## src/rtl/alu_mc_pkg.sv

```systemverilog
// Shared opcode encodings and FSM state type for the multi-cycle ALU.
// Optional overflow output is enabled with ALU_MC_OVF_EN.
package alu_mc_pkg;

    localparam logic [3:0] OP_ADD  = 4'b0000;
    localparam logic [3:0] OP_SUB  = 4'b0100;
    localparam logic [3:0] OP_AND  = 4'b0001;
    localparam logic [3:0] OP_OR   = 4'b0101;
    localparam logic [3:0] OP_XOR  = 4'b0010;
    localparam logic [3:0] OP_LUI  = 4'b0110;
    localparam logic [3:0] OP_SLL  = 4'b0011;
    localparam logic [3:0] OP_SRL  = 4'b0111;
    localparam logic [3:0] OP_SRA  = 4'b1111;
    localparam logic [3:0] OP_SLT  = 4'b1000;
    localparam logic [3:0] OP_SLTU = 4'b1100;
    localparam logic [3:0] OP_MUL  = 4'b1001;

    typedef enum logic [1:0] {
        ST_IDLE = 2'd0,
        ST_BUSY = 2'd1,
        ST_DONE = 2'd2
    } state_t;

endpackage

```

## src/rtl/alu_mc_mul.sv

```systemverilog
// Iterative shift-add multiplier, one partial product per clock, WIDTH steps.
// With ALU_MC_OVF_EN the signed high half of the product is also produced.
module alu_mc_mul #(
    parameter int WIDTH = 32
) (
    input  logic             clock,
    input  logic             reset,
    input  logic             start,
    input  logic [WIDTH-1:0] a,
    input  logic [WIDTH-1:0] b,
    output logic             done,
    output logic [WIDTH-1:0] prod
`ifdef ALU_MC_OVF_EN
    ,
    output logic [WIDTH-1:0] prod_hi
`endif
);

    localparam int CW = $clog2(WIDTH);
`ifdef ALU_MC_OVF_EN
    localparam int PW = 2 * WIDTH;
`else
    localparam int PW = WIDTH;
`endif

    logic [PW-1:0]    acc_q;
    logic [PW-1:0]    acc_d;
    logic [PW-1:0]    mcand_q;
    logic [WIDTH-1:0] mplier_q;
    logic [CW-1:0]    cnt_q;
    logic             busy_q;

    always_comb begin
        acc_d = acc_q + (mplier_q[0] ? mcand_q : '0);
    end

    // The final step's sum is presented combinationally so the caller can
    // register it on the same edge that completes the WIDTH-th step.
    assign done = busy_q && (cnt_q == CW'(WIDTH - 1));
    assign prod = acc_d[WIDTH-1:0];

`ifdef ALU_MC_OVF_EN
    logic [WIDTH-1:0] corr_q;

    // Unsigned product minus the sign corrections gives the signed high half.
    assign prod_hi = acc_d[PW-1:WIDTH] - corr_q;
`endif

    always_ff @(posedge clock) begin
        if (reset) begin
            busy_q   <= 1'b0;
            acc_q    <= '0;
            mcand_q  <= '0;
            mplier_q <= '0;
            cnt_q    <= '0;
`ifdef ALU_MC_OVF_EN
            corr_q   <= '0;
`endif
        end else if (start) begin
            busy_q   <= 1'b1;
            acc_q    <= '0;
            mcand_q  <= PW'(a);
            mplier_q <= b;
            cnt_q    <= '0;
`ifdef ALU_MC_OVF_EN
            corr_q   <= (a[WIDTH-1] ? b : '0) + (b[WIDTH-1] ? a : '0);
`endif
        end else if (busy_q) begin
            acc_q    <= acc_d;
            mcand_q  <= mcand_q << 1;
            mplier_q <= mplier_q >> 1;
            cnt_q    <= cnt_q + 1'b1;
            if (done) begin
                busy_q <= 1'b0;
            end
        end
    end

endmodule

```

## src/rtl/alu_mc.sv

```systemverilog
// Registered multi-cycle ALU with valid/ready handshake on both sides.
// Define ALU_MC_OVF_EN to add the registered signed-overflow output ovf.
module alu_mc
    import alu_mc_pkg::*;
#(
    parameter int WIDTH = 32
) (
    input  logic             clock,
    input  logic             reset,
    input  logic             in_valid,
    output logic             in_ready,
    input  logic [WIDTH-1:0] a,
    input  logic [WIDTH-1:0] b,
    input  logic [3:0]       aluc,
    output logic             out_valid,
    input  logic             out_ready,
    output logic [WIDTH-1:0] s,
    output logic             z
`ifdef ALU_MC_OVF_EN
    ,
    output logic             ovf
`endif
);

    localparam int SHW = $clog2(WIDTH);

    state_t           state_q;
    logic [WIDTH-1:0] s_q;
    logic             z_q;
    logic [WIDTH-1:0] res_d;
    logic [WIDTH-1:0] sum;
    logic [WIDTH-1:0] diff;
    logic [SHW-1:0]   shamt;
    logic             accept;
    logic             mul_start;
    logic             mul_done;
    logic [WIDTH-1:0] mul_prod;

    assign sum   = a + b;
    assign diff  = a - b;
    assign shamt = a[SHW-1:0];

    always_comb begin
        res_d = '0;
        case (aluc)
            OP_ADD:  res_d = sum;
            OP_SUB:  res_d = diff;
            OP_AND:  res_d = a & b;
            OP_OR:   res_d = a | b;
            OP_XOR:  res_d = a ^ b;
            OP_LUI:  res_d = b << (WIDTH / 2);
            OP_SLL:  res_d = b << shamt;
            OP_SRL:  res_d = b >> shamt;
            OP_SRA:  res_d = $unsigned($signed(b) >>> shamt);
            OP_SLT:  res_d = WIDTH'($signed(a) < $signed(b));
            OP_SLTU: res_d = WIDTH'(a < b);
            default: res_d = '0;
        endcase
    end

    assign in_ready  = (state_q == ST_IDLE) || ((state_q == ST_DONE) && out_ready);
    assign accept    = in_valid && in_ready;
    assign mul_start = accept && (aluc == OP_MUL);
    assign out_valid = (state_q == ST_DONE);
    assign s         = s_q;
    assign z         = z_q;

`ifdef ALU_MC_OVF_EN
    logic [WIDTH-1:0] mul_hi;
    logic             ovf_q;
    logic             ovf_d;
    logic             mul_ovf;

    always_comb begin
        ovf_d = 1'b0;
        case (aluc)
            OP_ADD:  ovf_d = (a[WIDTH-1] == b[WIDTH-1]) && (sum[WIDTH-1] != a[WIDTH-1]);
            OP_SUB:  ovf_d = (a[WIDTH-1] != b[WIDTH-1]) && (diff[WIDTH-1] != a[WIDTH-1]);
            default: ovf_d = 1'b0;
        endcase
    end

    // The product fits when the high half is pure sign extension of the low half.
    assign mul_ovf = (mul_hi != {WIDTH{mul_prod[WIDTH-1]}});
    assign ovf     = ovf_q;
`endif

    alu_mc_mul #(.WIDTH(WIDTH)) u_mul (
        .clock   (clock),
        .reset   (reset),
        .start   (mul_start),
        .a       (a),
        .b       (b),
        .done    (mul_done),
        .prod    (mul_prod)
`ifdef ALU_MC_OVF_EN
        ,
        .prod_hi (mul_hi)
`endif
    );

    always_ff @(posedge clock) begin
        if (reset) begin
            state_q <= ST_IDLE;
            s_q     <= '0;
            z_q     <= 1'b0;
`ifdef ALU_MC_OVF_EN
            ovf_q   <= 1'b0;
`endif
        end else begin
            case (state_q)
                ST_IDLE, ST_DONE: begin
                    // DONE with out_ready behaves like IDLE, giving back-to-back accepts.
                    if (accept) begin
                        if (aluc == OP_MUL) begin
                            state_q <= ST_BUSY;
                        end else begin
                            state_q <= ST_DONE;
                            s_q     <= res_d;
                            z_q     <= (res_d == '0);
`ifdef ALU_MC_OVF_EN
                            ovf_q   <= ovf_d;
`endif
                        end
                    end else if ((state_q == ST_DONE) && out_ready) begin
                        state_q <= ST_IDLE;
                    end
                end
                ST_BUSY: begin
                    if (mul_done) begin
                        state_q <= ST_DONE;
                        s_q     <= mul_prod;
                        z_q     <= (mul_prod == '0);
`ifdef ALU_MC_OVF_EN
                        ovf_q   <= mul_ovf;
`endif
                    end
                end
                default: state_q <= ST_IDLE;
            endcase
        end
    end

endmodule

```

## config.mk

```make
export PLATFORM = sky130hd
export DESIGN_NAME = alu_mc
export DESIGN_NICKNAME = d
export VERILOG_FILES = /design/src/rtl/alu_mc_pkg.sv /design/src/rtl/alu_mc_mul.sv /design/src/rtl/alu_mc.sv
export SDC_FILE = /design/constraint.sdc
export NUM_CORES = 1
export LEC_CHECK = 0
export CORE_UTILIZATION = 30
export DETAILED_ROUTE_END_ITERATION = 10
export PLACE_DENSITY = 0.51
export SYNTH_ARGS = -nofsm -noshare
export SYNTH_HDL_FRONTEND = slang
export SYNTH_SLANG_ARGS = --single-unit
```

## constraint.sdc

```tcl
create_clock -name clock -period 13.1 [get_ports clock]
set_input_delay 2.62 -clock clock [delete_from_list [all_inputs] [get_ports clock]]
set_output_delay 2.62 -clock clock [all_outputs]
set_load 0.02 [all_outputs]
```

Word-level counts from Yosys, hierarchy flattened
Cells that the tools add are included.
{"block": "totals", "wordCells": 75, "ff_bits": 137}
{"block": "op_classes", "n_bitwise": 3, "add_sub_neg": 4, "n_eq_ne": 18, "n_mux": 22, "reduce_logical": 15, "n_shift": 3, "n_lt_le_gt_ge": 2}
{"op": "32-bit case mux with 11 select lines", "n": 1}
{"op": "32-bit two-way mux", "n": 8}
{"op": "32-bit adder", "n": 2}
{"op": "32-bit zero test", "n": 2}
{"op": "32-bit less-than comparator", "n": 2}
{"op": "32-bit case mux with 2 select lines", "n": 1}
{"op": "32-bit bitwise AND", "n": 1}
{"op": "32-bit OR", "n": 1}
{"op": "32-bit by 5-bit left shift with 32-bit output", "n": 1}
{"op": "32-bit by 5-bit >> shifter with 32-bit output", "n": 1}
{"op": "32-bit by 5-bit >>> shifter with 32-bit output", "n": 1}
{"op": "32-bit subtractor", "n": 1}
{"op": "32-bit XOR", "n": 1}
{"op": "4-bit by 3-bit == test with 1-bit output, second input constant", "n": 4}
{"op": "4-bit == test, second input constant", "n": 4}
{"op": "4-bit by 2-bit == test with 1-bit output, second input constant", "n": 2}
{"op": "2-bit two-way mux", "n": 4}
{"op": "1-bit two-way mux", "n": 6}
{"op": "2-bit != test, second input constant", "n": 3}
{"op": "5-bit by 1-bit adder with 5-bit output, second input constant", "n": 1}
{"op": "5-bit == test, second input constant", "n": 1}
{"op": "4-bit by 1-bit == test with 1-bit output, second input constant", "n": 1}
{"op": "1-bit logical AND", "n": 4}
{"op": "4-bit zero test", "n": 1}
{"op": "11 further kinds", "n": 13}

Logic depth before layout (Yosys ltp)
{"block": "depth", "ltp_word": 6, "depth_mapped": 21, "depth_no_buf": 15}

By module
Synthesis repeated with hierarchy kept, for this count alone.
{"block": "hier_totals", "hier_cells": 2446, "area_unflattened_um2": 18156.2}
{"module": "alu_mc", "instances": 1, "area_each_um2": 11933.9, "cells_each": 1670}
{"module": "alu_mc_mul", "instances": 1, "area_each_um2": 6222.2, "cells_each": 776}

Worst setup path after synthesis
Ideal clock, no wire load.
{"block": "synth_timing", "path_type": "input port to flip-flop", "from": "input port a[0]", "to": "register z_q, in the netlist z", "path_buffers": 6, "t_arrival_ns": 6.282, "cell_stages": 21, "setup_slack_ns": 6.756, "cell_sequence": "buf_6 > buf_12 > buf_12 > buf_6 > buf_2 > buf_2 > inv_1 > ha_1 > inv_1 > fa_1 > nor2b_1 > o211ai_1 > a211oi_1 > o211ai_1 > a21oi_1 > a21o_1 > a2111oi_0 > a2bb2oi_1 > nor4_1 > nand4_1 > nand3_1"}
{"block": "synth_between", "elab_chain_cells": 6, "elab_cells_between_ends": 15}
{"item": "from (decl)", "line_no": "alu_mc.sv:12", "text": "input logic [WIDTH-1:0] a,"}
{"item": "32-bit subtractor, or another cell as far along", "line_no": "alu_mc.sv:40", "text": "assign diff = a - b;"}
{"item": "32-bit case mux with 11 select lines (*)", "line_no": "alu_mc.sv:45", "text": "case (aluc)"}
{"item": "32-bit zero test (*)", "line_no": "alu_mc.sv:120", "text": "z_q <= (res_d == '0);"}
{"item": "1-bit two-way mux (*)", "line_no": "alu_mc.sv:115", "text": "if (aluc == OP_MUL) begin"}
{"item": "1-bit two-way mux (*)", "line_no": "alu_mc.sv:114", "text": "if (accept) begin"}
{"item": "1-bit case mux with 2 select lines (*)", "line_no": "alu_mc.sv:111", "text": "case (state_q)"}
{"item": "to (signal assigned)", "line_no": "alu_mc.sv:120"}
{"item": "to (signal assigned)", "line_no": "alu_mc.sv:133", "text": "z_q <= (mul_prod == '0);"}
{"item": "to (decl)", "line_no": "alu_mc.sv:29", "text": "logic z_q;"}
Mark *: on every way between the ends. The rest lies on a longest branch, timed or not. The select of a mux whose other input is x is not followed.
A chain may end at the register's enable or synchronous reset.

Worst setup path after layout
{"block": "layout_timing", "from": "input port a[4]", "to": "register z_q, in the netlist z"}
The elaborated chain is that of the path after synthesis.

==> results.json <==
{
  "outcome": "finished, final reports clean",
  "avgSynthCellArea_um2": 7.557,
  "grt_pass1_vias": 18144,
  "mostFrequentLayoutCells": "310 x nor2_1, 172 x nand2_1, 161 x a21oi_1, 154 x mux2i_1",
  "cts_tree": "yes",
  "worst_pin_slew_ns": 1.144,
  "port_buffers": 106,
  "hold_class": "register to register",
  "grt_start_max_net_pins": 76,
  "drc": 0,
  "post_dp_cell_area_um2": 19350,
  "p_leak_nw": 7.633,
  "gp_congestion": 0.9802,
  "total_power_mw": 1.556,
  "yosys_most_used_dff": "dfxtp_1",
  "post_cts_buffers": 0,
  "final_area_um2": 19940,
  "routed_wl_um": 90480,
  "ctsResizeCount": 0,
  "fmax_mhz": 132.1,
  "clockBufferDepth": 2,
  "yosys.area.top_type": "dfxtp_1",
  "first_pass_iters": 5,
  "whs_ns": 0.4584,
  "slew_headroom_pct": 23.70,
  "tns_ns": 0,
  "design.core.area_um2": 58910,
  "fin_util_pct": 33.84,
  "pre_cts_ws_ns": 5.091,
  "vias": 19508,
  "final-instance-count-excl-fill": 3135,
  "endpoint_kind": "register",
  "gr-total-overflow": 0,
  "dp_cells": 3103,
  "p_per_area_nw_per_um2": 78.08,
  "n_antenna_cell": 0,
  "cts-root-buf": "clkbuf_16",
  "fin_nets": 2560,
  "report.final.slew_viol_count": 0,
  "hold_viol": 0,
  "htreeDepth": 4,
  "drtAntennaViolNets": 0,
  "wl_met1_um": 39910,
  "ys_types": 99,
  "synth_cells": 2361,
  "netlist_area_um2": 17840,
  "clk_latency_ns": 0.50,
  "met3_length_um": 6693,
  "setup_violations": 0,
  "ctsHoldBuffers": 0,
  "cp-start-kind": "input port",
  "ir_drop_mv": 0.1097,
  "drive_gt1_share_pct": 8.594,
  "path_class": "input port to register",
  "synth_area_leaders": "dfxtp_1 15%, ha_1 9.5%, mux2i_1 8.6%",
  "synth_warnings": 0,
  "wl_per_cell_um": 28.86,
  "area_growth_pct": 11.73,
  "route.met2.wl_um": 40570,
  "finClkSkew_ns": 0.02640,
  "groute.usage.overall_pct": 29.41,
  "drt_iter0_markers": 1952,
  "die_area_um2": 60450,
  "async_reset_ff_share_pct": 0,
  "maxCapViolCount": 0,
  "clkTransAtPathRegs_ns": 0.06,
  "crit_arrival_ns": 7.99,
  "finalCritPeriodShare_pct": 57.76,
  "worst_slack_ns": 5.533,
  "hpwl_um": 70440,
  "clock-sinks": 137,
  "yosysSeqAreaShare_pct": 15.37,
  "layout_commonest_cell": "nor2_1",
  "synth-edff-count": 0,
  "rows": 89,
  "cp_max_fo": 34,
  "antenna_found_initial": 5,
  "required_ns": 13.52,
  "rsz0062_at_grt": "false",
  "pin_count": 107,
  "synth.ff_latch_count": 137,
  "yosysTopAreaCellShare_pct": 15.37,
  "fill_cells": 6261,
  "top_layer_used": "met5",
  "initial_core_util_pct": 30.29,
  "die_w_um": 245.9,
  "synth_nets": 2572,
  "grt_pass1_wl_um": 130200,
  "period_minus_slack_ns": 7.567,
  "routed_via_density": 6.223,
  "die_h_um": 245.9,
  "numCtsBuffers": 17
}
-- sequential cells by signal, indices dropped and copies added, names as in the netlist --
signal	flops
u_mul.mplier_q	32
u_mul.mcand_q	32
u_mul.cnt_q	5
u_mul.busy_q	1
u_mul.acc_q	32
s	32
state_q	2
z	1
-- final cells by class --
cell class | instances | area [um2] | share of cell area [%]
Tap cell | 773 | 967.2 | 4.852
Clock buffer | 20 | 456.7 | 2.291
Timing Repair Buffer | 159 | 1434 | 7.193
Inverter | 113 | 424.2 | 2.128
Clock inverter | 12 | 127.6 | 0.6402
Sequential cell | 137 | 2746 | 13.78
Multi-Input combinational cell | 1921 | 13780 | 69.12
-- final timing paths --
kind	from	endpoint	slack [ns]	depth (start not counted)
hold reg to reg	s[7]$_SDFFE_PP0P_	s[7]$_SDFFE_PP0P_	0.46	2
setup / recovery	a[4]	z$_SDFFE_PP0P_	5.53	15
setup reg to reg	u_mul.mplier_q[0]$_SDFFE_PP0P_	z$_SDFFE_PP0P_	8.20	14
hold / removal	s[7]$_SDFFE_PP0P_	s[7]$_SDFFE_PP0P_	0.46	2
-- worst max-delay path, cell delays in order --
cell             delay [ns]
clkdlybuf4s50_1        0.46
buf_4                  0.37
clkinv_1               0.67
ha_1                   0.68
nor3b_1                0.31
nor3_1                 0.11
a211oi_1               0.39
o211ai_1               0.37
nor2b_1                0.27
a221o_1                0.33
a221oi_1               0.62
nand4_1                0.18
nor4_1                 0.35
nand4_1                0.13
nand3_1                0.10
-- logic make-up after synthesis --
group | Yosys count | share of synthesized area (%)
adder cells (fa/ha/maj) | 139 | 9.874
XOR/XNOR | 33 | 1.620
flip-flops | 137 | 15.37
AO/OA/AOI/OAI | 731 | 28.46
multiplexers | 219 | 15.71
AND/OR/NAND/NOR | 799 | 21.29
buffers and inverters | 303 | 7.672
-- cell usage after synthesis, types with 29 or more instances --
master	n
nor3_1	53
a21oi_1	161
o211ai_1	54
nand2_1	172
nor2_1	310
a211oi_1	108
mux2i_1	154
mux4_2	40
clkbuf_1	117
buf_2	29
and2_1	46
ha_1	136
nand3_1	36
dfxtp_1	137
inv_1	108
o21ai_0	99
-- layer usage --
layer  vias up  GRT usage, %
met3       143         5.053
li1       8806             -
met2       881         46.28
met4         8         10.89
met5         -             0
met1      9670         39.85
-- power breakdown --
part	internal (mW)	switching, mW	total [mW]
registers	0.429	0.0101	0.439
clock network	0.277	0.247	0.524
logic	0.204	0.390	0.594
Note: power is estimated with default switching activity, not from simulation.
